File: src/rtl/imm_decode_stage.sv
`default_nettype none
// ============================================================================
//  Module   : imm_decode_stage
//  Purpose  : Registered RISC-V immediate decoder. Accepts an instruction word
//             and its PC over valid/ready, decodes the immediate format,
//             sign/zero-extends the immediate to XLEN, precomputes PC + imm,
//             and holds results in a small circular skid queue so that
//             downstream stalls never reach in_ready combinationally.
//  Params   : XLEN  - datapath width (32 or 64); at 64 OP-IMM-32 is I-type
//             DEPTH - skid-queue entries (1 or 2)
//  Ports    : clk, rst (sync, active-high), flush (sync kill of queue)
//             in_valid/in_ready/in_ir/in_pc           - upstream handshake
//             out_valid/out_ready/out_imm/out_type/
//             out_target/out_pc/out_illegal           - head entry
//  Macro    : ZICSR_ZIMM_EN - SYSTEM words with ir[14]=1 decode as type Z
//             (imm = zext(ir[19:15])); undefined -> all SYSTEM words NONE
//  Revision : 1.0 - initial release
// ============================================================================
module imm_decode_stage #(
    parameter int XLEN  = 32,
    parameter int DEPTH = 2
) (
    input  logic            clk,
    input  logic            rst,
    input  logic            flush,
    input  logic            in_valid,
    output logic            in_ready,
    input  logic [31:0]     in_ir,
    input  logic [XLEN-1:0] in_pc,
    output logic            out_valid,
    input  logic            out_ready,
    output logic [XLEN-1:0] out_imm,
    output logic [2:0]      out_type,
    output logic [XLEN-1:0] out_target,
    output logic [XLEN-1:0] out_pc,
    output logic            out_illegal
);

    // Pointers are at least one bit wide; storage is rounded up to a power
    // of two so every pointer value indexes a real slot.
    localparam int              c_PW    = (DEPTH > 1) ? $clog2(DEPTH) : 1;
    localparam int              c_CW    = $clog2(DEPTH + 1);
    localparam int              c_SLOTS = 1 << c_PW;
    localparam logic [c_PW-1:0] c_LAST  = c_PW'(DEPTH - 1);
    localparam logic [c_CW-1:0] c_FULL  = c_CW'(DEPTH);

    localparam logic [2:0] c_TYPE_NONE = 3'd0;
    localparam logic [2:0] c_TYPE_I    = 3'd1;
    localparam logic [2:0] c_TYPE_S    = 3'd2;
    localparam logic [2:0] c_TYPE_B    = 3'd3;
    localparam logic [2:0] c_TYPE_U    = 3'd4;
    localparam logic [2:0] c_TYPE_J    = 3'd5;
`ifdef ZICSR_ZIMM_EN
    localparam logic [2:0] c_TYPE_Z    = 3'd6;
`endif

    localparam logic [6:0] c_OP_LOAD    = 7'b0000011;
    localparam logic [6:0] c_OP_MISCMEM = 7'b0001111;
    localparam logic [6:0] c_OP_OPIMM   = 7'b0010011;
    localparam logic [6:0] c_OP_AUIPC   = 7'b0010111;
    localparam logic [6:0] c_OP_OPIMM32 = 7'b0011011;
    localparam logic [6:0] c_OP_STORE   = 7'b0100011;
    localparam logic [6:0] c_OP_OP      = 7'b0110011;
    localparam logic [6:0] c_OP_LUI     = 7'b0110111;
    localparam logic [6:0] c_OP_OP32    = 7'b0111011;
    localparam logic [6:0] c_OP_BRANCH  = 7'b1100011;
    localparam logic [6:0] c_OP_JALR    = 7'b1100111;
    localparam logic [6:0] c_OP_JAL     = 7'b1101111;
    localparam logic [6:0] c_OP_SYSTEM  = 7'b1110011;

    // ------------------------------------------------------------------
    // Push-time decode
    // ------------------------------------------------------------------
    logic [XLEN-1:0] w_imm;
    logic [2:0]      w_type;
    logic            w_illegal;
    logic [XLEN-1:0] w_target;

    always_comb begin
        w_imm     = '0;
        w_type    = c_TYPE_NONE;
        w_illegal = 1'b0;
        case (in_ir[6:0])
            c_OP_LOAD, c_OP_OPIMM, c_OP_JALR: begin
                w_type = c_TYPE_I;
                w_imm  = {{(XLEN-11){in_ir[31]}}, in_ir[30:20]};
            end
            c_OP_OPIMM32: begin
                if (XLEN == 64) begin
                    w_type = c_TYPE_I;
                    w_imm  = {{(XLEN-11){in_ir[31]}}, in_ir[30:20]};
                end else begin
                    w_illegal = 1'b1;
                end
            end
            c_OP_STORE: begin
                w_type = c_TYPE_S;
                w_imm  = {{(XLEN-11){in_ir[31]}}, in_ir[30:25], in_ir[11:7]};
            end
            c_OP_BRANCH: begin
                w_type = c_TYPE_B;
                w_imm  = {{(XLEN-12){in_ir[31]}}, in_ir[7], in_ir[30:25],
                          in_ir[11:8], 1'b0};
            end
            c_OP_LUI, c_OP_AUIPC: begin
                // Bit 31 doubles as the sign for the upper XLEN-32 bits.
                w_type = c_TYPE_U;
                w_imm  = {{(XLEN-31){in_ir[31]}}, in_ir[30:12], 12'b0};
            end
            c_OP_JAL: begin
                w_type = c_TYPE_J;
                w_imm  = {{(XLEN-20){in_ir[31]}}, in_ir[19:12], in_ir[20],
                          in_ir[30:21], 1'b0};
            end
            c_OP_SYSTEM: begin
`ifdef ZICSR_ZIMM_EN
                if (in_ir[14]) begin
                    w_type = c_TYPE_Z;
                    w_imm  = {{(XLEN-5){1'b0}}, in_ir[19:15]};
                end
`endif
            end
            c_OP_OP, c_OP_OP32, c_OP_MISCMEM: begin
                w_type = c_TYPE_NONE;
            end
            default: begin
                w_illegal = 1'b1;
            end
        endcase
    end

    // Target is computed for every entry, NONE included (pc + 0).
    assign w_target = in_pc + w_imm;

    // ------------------------------------------------------------------
    // Skid queue
    // ------------------------------------------------------------------
    logic [XLEN-1:0] r_imm    [c_SLOTS];
    logic [2:0]      r_type   [c_SLOTS];
    logic [XLEN-1:0] r_target [c_SLOTS];
    logic [XLEN-1:0] r_pc     [c_SLOTS];
    logic            r_ill    [c_SLOTS];
    logic [c_PW-1:0] r_head;
    logic [c_PW-1:0] r_tail;
    logic [c_CW-1:0] r_count;
    logic            w_push;
    logic            w_pop;

    function automatic logic [c_PW-1:0] f_next(input logic [c_PW-1:0] p);
        return (p == c_LAST) ? '0 : p + 1'b1;
    endfunction

    assign in_ready  = (r_count != c_FULL);
    assign out_valid = (r_count != '0);
    assign w_push    = in_valid && in_ready && !flush;
    assign w_pop     = out_valid && out_ready;

    always_ff @(posedge clk) begin
        if (rst || flush) begin
            r_head  <= '0;
            r_tail  <= '0;
            r_count <= '0;
        end else begin
            if (w_push) r_tail <= f_next(r_tail);
            if (w_pop)  r_head <= f_next(r_head);
            if (w_push && !w_pop)      r_count <= r_count + 1'b1;
            else if (!w_push && w_pop) r_count <= r_count - 1'b1;
        end
    end

    // Payload needs no reset: it is only visible through out_valid gating.
    always_ff @(posedge clk) begin
        if (w_push && !rst) begin
            r_imm[r_tail]    <= w_imm;
            r_type[r_tail]   <= w_type;
            r_target[r_tail] <= w_target;
            r_pc[r_tail]     <= in_pc;
            r_ill[r_tail]    <= w_illegal;
        end
    end

    assign out_imm     = out_valid ? r_imm[r_head]    : '0;
    assign out_type    = out_valid ? r_type[r_head]   : 3'd0;
    assign out_target  = out_valid ? r_target[r_head] : '0;
    assign out_pc      = out_valid ? r_pc[r_head]     : '0;
    assign out_illegal = out_valid ? r_ill[r_head]    : 1'b0;

endmodule
`default_nettype wire

File: config.mk
export PLATFORM = sky130hd
export DESIGN_NAME = imm_decode_stage
export DESIGN_NICKNAME = d
export VERILOG_FILES = /design/src/rtl/imm_decode_stage.sv
export SDC_FILE = /design/constraint.sdc
export NUM_CORES = 1
export LEC_CHECK = 0
export ABC_AREA = 1
export BUFFER_PORTS_ARGS = -buffer_cell sky130_fd_sc_hd__buf_2
export CAP_MARGIN = 20
export CORE_AREA = 2 2 173 141
export DETAILED_ROUTE_END_ITERATION = 8
export DIE_AREA = 0 0 175 143
export PLACE_DENSITY = 0.63
export SYNTH_ARGS = -nofsm -noshare
export SYNTH_HDL_FRONTEND = slang
export SYNTH_SLANG_ARGS = --single-unit
File: constraint.sdc
create_clock -name clk -period 28.2 [get_ports clk]
set_clock_uncertainty 0.2 [all_clocks]
set_input_delay 5.64 -clock clk [delete_from_list [all_inputs] [get_ports clk]]
set_output_delay 5.64 -clock clk [all_outputs]
set_load 0.02 [all_outputs]
== Yosys cells after proc, flatten, opt, wreduce, memory -nomap -nowiden ==
Memory sizes are Yosys's and may differ from the RTL's. A register that Yosys moved wholly into a read port is not among the register bits.
Index checks and enable logic that the tools add are counted.

* Bits in latches: 0
* Memory bits (read-only): 0
* Flip-flop bits (word level): 4
* Memory bits (writable): 200
* Memories: 5
* Input port bits: 69

* Shift operators: 0
* Divide/modulo/power cells: 0
* Reduce and logical (&&, ||, !) cells: 16
* Multiplexer cells: 24
* Add/subtract/negate cells: 5
* $mul: 0
* Bitwise logic cells: 0
* Order comparisons: 0
* Equality and inequality tests: 13

{| class="wikitable"
|+ Memories
! memory !! depth !! bits a word !! rd ports !! clocked after Yosys merged registers in !! wr ports !! RTL line !! RTL
|-
| r_imm || 2 || 32 || 1 || 1 || 1 || 138 || <nowiki>logic [XLEN-1:0] r_imm [c_SLOTS];</nowiki>
|-
| r_pc || 2 || 32 || 1 || 1 || 1 || 141 || <nowiki>logic [XLEN-1:0] r_pc [c_SLOTS];</nowiki>
|-
| r_target || 2 || 32 || 1 || 1 || 1 || 140 || <nowiki>logic [XLEN-1:0] r_target [c_SLOTS];</nowiki>
|-
| r_type || 2 || 3 || 1 || 1 || 1 || 139 || <nowiki>logic [2:0] r_type [c_SLOTS];</nowiki>
|-
| r_ill || 2 || 1 || 1 || 1 || 1 || 142 || <nowiki>logic r_ill [c_SLOTS];</nowiki>
|}

{| class="wikitable"
|+ Operators with widths
! kind !! number
|-
| case mux 32 bit (5 select lines) || 1
|-
| 2-to-1 mux 32 bit || 3
|-
| adder 32 bit || 1
|-
| == test 7 x 6 -> 1 bit, second input constant || 4
|-
| == test 7 bit, second input constant || 4
|-
| 2-to-1 mux 1 bit || 16
|-
| case mux 3 bit (5 select lines) || 1
|-
| == test 7 x 5 -> 1 bit, second input constant || 2
|-
| OR reduction 12 bit || 1
|-
| == test 7 x 2 -> 1 bit, second input constant || 1
|-
| == test 7 x 4 -> 1 bit, second input constant || 1
|-
| logical AND 1 bit || 6
|-
| zero test 1 bit || 4
|-
| 2-to-1 mux 2 bit || 2
|-
| nonzero test 2 bit || 2
|-
| 2-to-1 mux 3 bit || 1
|-
| OR reduction 3 bit || 1
|-
| adder 1 bit, second input constant || 2
|-
| adder 2 x 1 -> 2 bit, second input constant || 1
|-
| != test 2 bit, second input constant || 1
|-
| OR reduction 2 bit || 1
|-
| subtractor 2 x 1 -> 2 bit, second input constant || 1
|-
| logical OR 1 bit || 1
|}

== Logic depth before layout (Yosys ltp) ==
Gate-level depths: netlist of the first run.

* Depth in word-level cells: 7
* Gate-level depth with buffers: 23
* Depth with buffers taken out: 22

== Least setup slack after synthesis of the first run ==
No wires, ideal clock.

* Path kind: input-to-reg
* Start point: input port flush
* End point: memory r_ill[0] (enable)
* Slack: 14.621 ns
* Library setup time: 0.682 ns
* Stages: 3
* Required time: 27.318 ns
* Arrival: 12.697 ns
* Path through: nor2_1 > inv_1 > nor3_1

* Longest elaborated chain between the ends: 5

{| class="wikitable"
|+ RTL lines
! element !! RTL line !! RTL
|-
| start: declaration || 25 || <nowiki>input logic flush,</nowiki>
|-
| zero test 1 bit || 155 || <nowiki>assign w_push = in_valid && in_ready && !flush;</nowiki>
|-
| logical AND 1 bit || 155 ||
|-
| logical AND 1 bit || 173 || <nowiki>if (w_push && !rst) begin</nowiki>
|-
| 2-to-1 mux 1 bit || 173 ||
|-
| 2-to-1 mux 1 bit (not written as such) || 178 || <nowiki>r_ill[r_tail] <= w_illegal;</nowiki>
|-
| end: declaration || 142 ||
|}

No other way between the ends.

== Worst setup path in the final report of the first run ==
* Start point: input port in_ir[4]
* End point: memory r_target[1][30] (data pin)

* Longest elaborated chain between the ends: 4

{| class="wikitable"
|+ RTL lines
! element !! RTL line !! RTL
|-
| start: declaration || 28 || <nowiki>input logic [31:0] in_ir,</nowiki>
|-
| == test 7 x 2 -> 1 bit, or another cell as far along || 83 || <nowiki>case (in_ir[6:0])</nowiki>
|-
| OR reduction 3 bit / OR reduction 2 bit (equally long branches) || - ||
|-
| case mux 32 bit (5 select lines) * || 83 ||
|-
| named net w_imm[0] || 74 || <nowiki>logic [XLEN-1:0] w_imm;</nowiki>
|-
| adder 32 bit * || 133 || <nowiki>assign w_target = in_pc + w_imm;</nowiki>
|-
| named net w_target[30] || 77 || <nowiki>logic [XLEN-1:0] w_target;</nowiki>
|-
| end: declaration || 140 ||
|}

Mark *: on every way through the listed nets, which the timed path passes. The rest lies on a longest branch.

==> flow_metrics.tcl, run 1 <==
set metrics [dict create \
    status "completed" \
    finalInstanceArea_mm2 0.0122 \
    core-area_mm2 0.0232 \
    clock_tree.root_cell "sky130_fd_sc_hd__clkbuf_16" \
    largest_net_degree_at_the_start_of_global_routing 101 \
    placementRows 50 \
    synth.yosys.warnings 0 \
    timing_worst_slew_pin_value_ns 0.772 \
    preCtsSetupSlack_ns 19.28 \
    cp_data_required_time_ns 28.26 \
    share_of_synthesized_cell_area_in_and_or_nand_and_nor_gates_pct 21.2 \
    worstHoldStart "r_head$_SDFFE_PP0P_" \
    multiInputGateArea_mm2 0.00364 \
    syn-cell-area_mm2 0.0103 \
    cp_cell_sequence "buf_2 -> inv_1 -> nand2_1 -> nor2_2 -> nand2_1 -> o21ai_2 -> inv_2 -> o21ai_0 -> ha_1 -> inv_1 -> fa_1 -> inv_1 -> nand3_1 -> nand3_1 -> nand2_1 -> nand2_1 -> nand2_1 -> nand2_2 -> nand2_1 -> nand3_1 -> nand2_1" \
    floorplan.die.height_um 143 \
    relSlewSlack_pct 48.5 \
    synth_seq_area_share_pct 59.1 \
    layout-drive-gt1-share_pct 17.1 \
    synth_edf_count 200 \
    layout.filler_cells 2137 \
    synth_async_sr_flop_share_pct 0 \
    yosys_register_bits 205 \
    combinational_family_with_the_most_area_after_synthesis "simple AND/OR/NAND/NOR gates" \
    regToRegSetupSlack_ns 25.43 \
    number_of_instances_on_the_worst_hold_path 2 \
    nNetsFinal 1406 \
    drv_slew 0 \
    synth.net_count 1237 \
    syn_area_per_cell_um2 9.10 \
    clock_tree.htree_level_count 1 \
    multiplexer_share_of_the_synthesized_area_pct 0 \
    io_pins 171 \
    worstSkewPairLatency_ns 0.51 \
    insertedDiodeCount 0 \
    clock_sink_count 205 \
    drt_drc_violations_left 0 \
    timing.critical_path.from_type "primary input" \
    timing.critical_path.slowest_stage_cell "sky130_fd_sc_hd__fa_1" \
    period_minus_slack_ns 8.46 \
    count_of_buffers_added_by_post_cts_timing_repair_for_setup 0 \
    final_min_period_over_clock_period_pct 30.0 \
    first_pass_iters 5 \
    totalPowerFinal_mw 0.676 \
    setup.worst_path.start "in_ir[4]" \
    vias_per_cell 5.13 \
    globalRoute.totalOverflow 0 \
    grt_first_pass_wirelength_um 43800 \
    design.die.area_mm2 0.0250 \
    drv.max_cap_violation_count 0 \
    power_density_mw_per_mm2 55.5 \
    rsz0062_at_grt "no" \
    critical_path_depth 21 \
    synthAdderAreaFrac_pct 4.07 \
    r2r-start "r_count[0]$_SDFFE_PP0P_" \
    via_count_of_the_first_global_routing_pass 7597 \
    area.sequential_mm2 0.00611 \
    cp_slowest_stage_delay_ns 0.43 \
    port-buffer-count 170 \
    critPathTopFamily "simple AND/OR/NAND/NOR gates" \
    ant_nets 0 \
    post_synth_xor_area_fraction_pct 1.44 \
    ctsHoldBuffers 0 \
    tns_ns 0 \
    critPathBufInv 5 \
    clock.fmax_mhz 118 \
    routed-via-count 8366 \
    synth_flop_cell "sky130_fd_sc_hd__edfxtp_1" \
    initial_core_util_pct 44.5 \
    detailed_place_hpwl_um 20400 \
    power.ir.vdd_worst_mv 0.0463 \
    max-clock-path-buffers 3 \
    setup_viol 0 \
    detailedRoute.firstIterationViolations 813 \
    cts.clk_slew.worst_paths_ns 0.06 \
    gpl.final_weighted_congestion 0.922 \
    timing.setup.critical_path_class "primary input to flip-flop" \
    worstPathMaxFanout 4 \
    ff2ff_path_depth 6 \
    hold_viol 0 \
    critical_path_arrival_ns 8.52 \
    cts_inserted_buffers 22 \
    postPlaceCellArea_mm2 0.0115 \
    die_width_um 175 \
    hold_class "flip-flop to flip-flop" \
    timing.final.ws_setup_ns 19.74 \
    synth_compound_gate_area_share_pct 8.37 \
    ys_types 33 \
    synth_cells 1135 \
    antenna_violations_before_repair 0 \
    p_r_area_growth_vs_syn_pct 17.9 \
    gr-usage-all-layers_pct 22.8 \
    total_length_of_routed_wires_um 28900 \
    worst_path_most_repeated_cell "sky130_fd_sc_hd__nand2_1" \
    power.leakage_nw 5.52 \
    clock_tree_from_tritoncts "yes" \
    postCtsResizedCells 0 \
    endpoint_kind "flip-flop" \
    avgRoutedWirePerCell_um 17.7 \
]
Yosys cell counts (3+ instances only):
library cell / instances / share of area (%)
sky130_fd_sc_hd__a21oi_1: 130 / 6.3
sky130_fd_sc_hd__o21bai_1: 3 / 0.22
sky130_fd_sc_hd__inv_1: 117 / 4.3
sky130_fd_sc_hd__dfxtp_1: 5 / 0.97
sky130_fd_sc_hd__nand2_2: 5 / 0.30
sky130_fd_sc_hd__clkbuf_1: 23 / 0.84
sky130_fd_sc_hd__inv_2: 3 / 0.11
sky130_fd_sc_hd__edfxtp_1: 200 / 58
sky130_fd_sc_hd__nor2_1: 60 / 2.2
sky130_fd_sc_hd__nand3_1: 30 / 1.5
sky130_fd_sc_hd__nor2_2: 3 / 0.18
sky130_fd_sc_hd__nor3_1: 8 / 0.39
sky130_fd_sc_hd__xor2_1: 15 / 1.3
sky130_fd_sc_hd__o21ai_0: 22 / 1.1
sky130_fd_sc_hd__ha_1: 32 / 3.9
sky130_fd_sc_hd__nand2_1: 447 / 16
sky130_fd_sc_hd__buf_2: 10 / 0.48
metal layers:
layer | GRT usage [%] | up-vias | routed length [um]
li1 | - | 4092 | -
met1 | 37.2 | 3938 | 14400
met2 | 32.2 | 307 | 12000
met3 | 3.01 | 29 | 2050
met4 | 4.47 | 0 | 404
met5 | 0 | - | 0
worst paths after layout:
path                                to
max          r_target[1][30]$_DFFE_PP_
min                          flip-flop
max reg2reg  r_target[0][26]$_DFFE_PP_
min reg2reg                  flip-flop
placed cells by master (no fill, tap or decap), types with 3 or more instances in the layout:
cell                        Yosys  routed
sky130_fd_sc_hd__dfxtp_1        5       4
sky130_fd_sc_hd__nor2_2         3       3
sky130_fd_sc_hd__xor2_1        15      15
sky130_fd_sc_hd__nor3_1         8       6
sky130_fd_sc_hd__inv_2          3       3
sky130_fd_sc_hd__o21ai_0       22      22
sky130_fd_sc_hd__clkbuf_16      0      22
sky130_fd_sc_hd__clkinv_2       0       5
sky130_fd_sc_hd__clkinv_1       0       4
sky130_fd_sc_hd__nor2_1        60      59
sky130_fd_sc_hd__o21bai_1       3       3
sky130_fd_sc_hd__buf_2         10     170
sky130_fd_sc_hd__buf_4          0       8
sky130_fd_sc_hd__nand2_2        5       5
sky130_fd_sc_hd__nand3_1       30      30
sky130_fd_sc_hd__ha_1          32      32
sky130_fd_sc_hd__a21oi_1      130     130
sky130_fd_sc_hd__inv_1        117     117
sky130_fd_sc_hd__nand2_1      447     447
sky130_fd_sc_hd__clkbuf_1      23       5
sky130_fd_sc_hd__edfxtp_1     200     200
logic make-up (layout without fill, tap and decap cells):
kind of cell | after synthesis | after routing
adder cells (fa/ha/maj) | 33 | 33
XOR/XNOR | 17 | 17
AO/OA/AOI/OAI | 166 | 166
buffers and inverters | 154 | 338
flip-flops | 205 | 205
AND/OR/NAND/NOR | 560 | 560
state kept, by name (all words and copies together), names as in the netlist, named ones only:
| signal | flops |
|---|---|
| r_ill | 2 |
| r_tail | 1 |
| r_count | 2 |
| r_pc | 64 |
| r_type | 6 |
| r_head | 1 |
| r_imm | 64 |
| r_target | 64 |
tightest hold or removal path, stage by stage (launching register included):
cell	delay, ns
sky130_fd_sc_hd__dfxtp_1	0.30
sky130_fd_sc_hd__inv_1	0.07
sky130_fd_sc_hd__a21oi_1	0.07
per-stage QoR:
step                cells  hold WS (ns)  util, %
floorplan            1135         0.247        -
global placement     1591         0.259     49.6
detailed placement   1591         0.254     49.6
CTS                  1630         0.278     52.3
global route         1631         0.328     52.4
finish               1631         0.283     52.4
power breakdown:
part	internal (mW)	leakage (nW)	total [mW]	switching (mW)
clock	0.144	0.319	0.261	0.117
combinational	0.0201	3.34	0.0717	0.0516
sequential	0.341	1.87	0.343	0.00185
layout make-up:
class,instances,area share [%]
well taps,312,3.21
flip-flops and latches,205,50.2
clock buffers,27,4.68
inverters,120,3.70
repair buffers,179,7.71
multi-input cells,776,29.9
clock inverters,12,0.606
Note: power is estimated with default switching activity, not from simulation.
==> run 2: changes to the inputs <==
--- a/config.mk
+++ b/config.mk
@@ -11,7 +11,7 @@
 export CORE_AREA = 2 2 173 141
 export DETAILED_ROUTE_END_ITERATION = 8
 export DIE_AREA = 0 0 175 143
-export PLACE_DENSITY = 0.63
+export PLACE_DENSITY = 0.66
 export SYNTH_ARGS = -nofsm -noshare
 export SYNTH_HDL_FRONTEND = slang
 export SYNTH_SLANG_ARGS = --single-unit
==> constraint.sdc (replaced) <==
create_clock -name clk -period 7.1 [get_ports clk]
set_clock_uncertainty 0.2 [all_clocks]
set_input_delay 1.42 -clock clk [delete_from_list [all_inputs] [get_ports clk]]
set_output_delay 1.42 -clock clk [all_outputs]
set_load 0.02 [all_outputs]
==> flow_metrics.tcl, run 2 (synthesis results as in run 1) <==
set metrics [dict create \
    status "completed" \
    hold_viol 0 \
    endpoint_kind "primary output" \
    timing_worst_slew_pin_value_ns 1.06 \
    gr-usage-all-layers_pct 22.0 \
    worstPathMaxFanout 91 \
    nNetsFinal 1404 \
    final_common_cell "sky130_fd_sc_hd__nand2_1" \
    met1_length_um 13600 \
    worstSkewPairLatency_ns 0.49 \
    postCtsResizedCells 0 \
    area.sequential_mm2 0.00611 \
    most-common-layout-cells "sky130_fd_sc_hd__nand2_1 (447), sky130_fd_sc_hd__edfxtp_1 (200), sky130_fd_sc_hd__buf_2 (170)" \
    port-buffer-count 170 \
    cts.clk_slew.worst_paths_ns 0.06 \
    clock_tree_from_tritoncts "yes" \
    rsz0062_at_grt "no" \
    ctsHoldBuffers 0 \
    placementRows 50 \
    routed-via-count 8258 \
    utilization_of_the_core_after_routing_pct 52.3 \
    insertedDiodeCount 0 \
    power.ir.vdd_worst_mv 0.206 \
    design.die.area_mm2 0.0250 \
    via_count_of_the_first_global_routing_pass 7701 \
    drt_drc_violations_left 0 \
    max-clock-path-buffers 3 \
    ant_nets 0 \
    cts_inserted_buffers 21 \
    clock.fmax_mhz 226 \
    drv_slew 0 \
    count_of_buffers_added_by_post_cts_timing_repair_for_setup 0 \
    avgRoutedWirePerCell_um 17.2 \
    antenna_violations_before_repair 0 \
    core-area_mm2 0.0232 \
    largest_net_degree_at_the_start_of_global_routing 92 \
    detailedRoute.firstIterationViolations 866 \
    tns_ns 0 \
    layout.filler_cells 2096 \
    power_density_mw_per_mm2 220 \
    route.met3.wl_um 2020 \
    period_minus_slack_ns 4.42 \
    clock_tree.htree_level_count 1 \
    multiInputGateArea_mm2 0.00364 \
    globalRoute.totalOverflow 0 \
    setup_viol 0 \
    top_layer_used "met4" \
    critical_path_arrival_ns 2.80 \
    largest_registers "r_imm: 64 flops, r_pc: 64 flops, r_target: 64 flops" \
    grt_first_pass_wirelength_um 42400 \
    detailed_place_hpwl_um 19900 \
    clock_tree.root_cell "sky130_fd_sc_hd__clkbuf_16" \
    die_width_um 175 \
    timing.critical_path.from_type "flip-flop" \
    drv.max_cap_violation_count 0 \
    final_min_period_over_clock_period_pct 62.3 \
    cp_data_required_time_ns 5.48 \
    clock_sink_count 205 \
    first_pass_iters 7 \
    initial_core_util_pct 44.5 \
    p_r_area_growth_vs_syn_pct 17.5 \
    route.met2.wl_um 11800 \
    layout-drive-gt1-share_pct 16.7 \
    relSlewSlack_pct 29.3 \
    timing.setup.critical_path_class "flip-flop to primary output" \
    hold_class "flip-flop to flip-flop" \
    io_pins 171 \
    floorplan.die.height_um 143 \
    gpl.final_weighted_congestion 0.953 \
    vias_per_cell 5.07 \
    power.leakage_nw 5.50 \
    total_length_of_routed_wires_um 27900 \
]
-- run 2: cell count changes in the layout (fill, tap and decap cells not counted) --
cell,previous run,this run
sky130_fd_sc_hd__clkbuf_16,22,21
sky130_fd_sc_hd__buf_4,8,7
sky130_fd_sc_hd__clkbuf_1,5,7
sky130_fd_sc_hd__clkinv_1,4,5
sky130_fd_sc_hd__buf_16,1,0
sky130_fd_sc_hd__inv_6,2,1
sky130_fd_sc_hd__clkinv_8,1,0
sky130_fd_sc_hd__clkinv_2,5,1
sky130_fd_sc_hd__buf_12,0,1
sky130_fd_sc_hd__clkinvlp_4,0,1
sky130_fd_sc_hd__bufinv_16,0,1
-- run 2: critical path, stage by stage, from the launching register on --
cell and delay (ns):
sky130_fd_sc_hd__dfxtp_4 0.49, sky130_fd_sc_hd__inv_2 0.24, sky130_fd_sc_hd__buf_4 0.82, sky130_fd_sc_hd__nand2_1 0.12, sky130_fd_sc_hd__a21oi_1 0.30, sky130_fd_sc_hd__buf_2 0.23
-- run 2: cell type report --
| cell class | instances | area share, % |
|---|---|---|
| Clock buffer | 28 | 4.55 |
| Clock inverter | 9 | 0.577 |
| Inverter | 120 | 3.71 |
| Multi-Input combinational cell | 776 | 30.0 |
| Sequential cell | 205 | 50.3 |
| Tap cell | 312 | 3.22 |
| Timing Repair Buffer | 178 | 7.61 |
-- run 2: path summary, 6_finish.rpt --
kind / depth (start not counted) / slack (ns) / from / end
worst max-delay path: 5 / 2.68 / flip-flop / out_pc[14]
worst max register to register: 6 / 4.38 / r_count[0]$_SDFFE_PP0P_ / r_target[1][28]$_DFFE_PP_
worst min-delay path: 2 / 0.26 / r_head$_SDFFE_PP0P_ / flip-flop
worst min register to register: 2 / 0.26 / r_head$_SDFFE_PP0P_ / flip-flop
-- run 2: power by group --
group	switching (mW)	internal [mW]
Combinational	0.205	0.0806
Clock	0.436	0.582
Sequential	0.00717	1.35
-- run 2: per-layer routing --
layer  vias to the layer above  GRT usage (%)
li1                       4070              -
met1                      3822           34.5
met2                       328           32.2
met3                        38           3.01
met4                         0           4.91
met5                         -              0
-- run 2: through the flow --
stage          cells  power, mW  hold slack [ns]  setup slack [ns]  instance area (um^2)
5_1_grt         1628       2.76            0.312              2.50                 12100
6_report        1628       2.66            0.263              2.68                 12100
4_1_cts         1628       2.68            0.263              2.68                 12100
3_3_place_gp    1590       1.67            0.246              2.37                 11500
2_1_floorplan   1135       1.56            0.247             -2.26                 10300
3_5_place_dp    1591       1.67            0.261              2.34                 11500
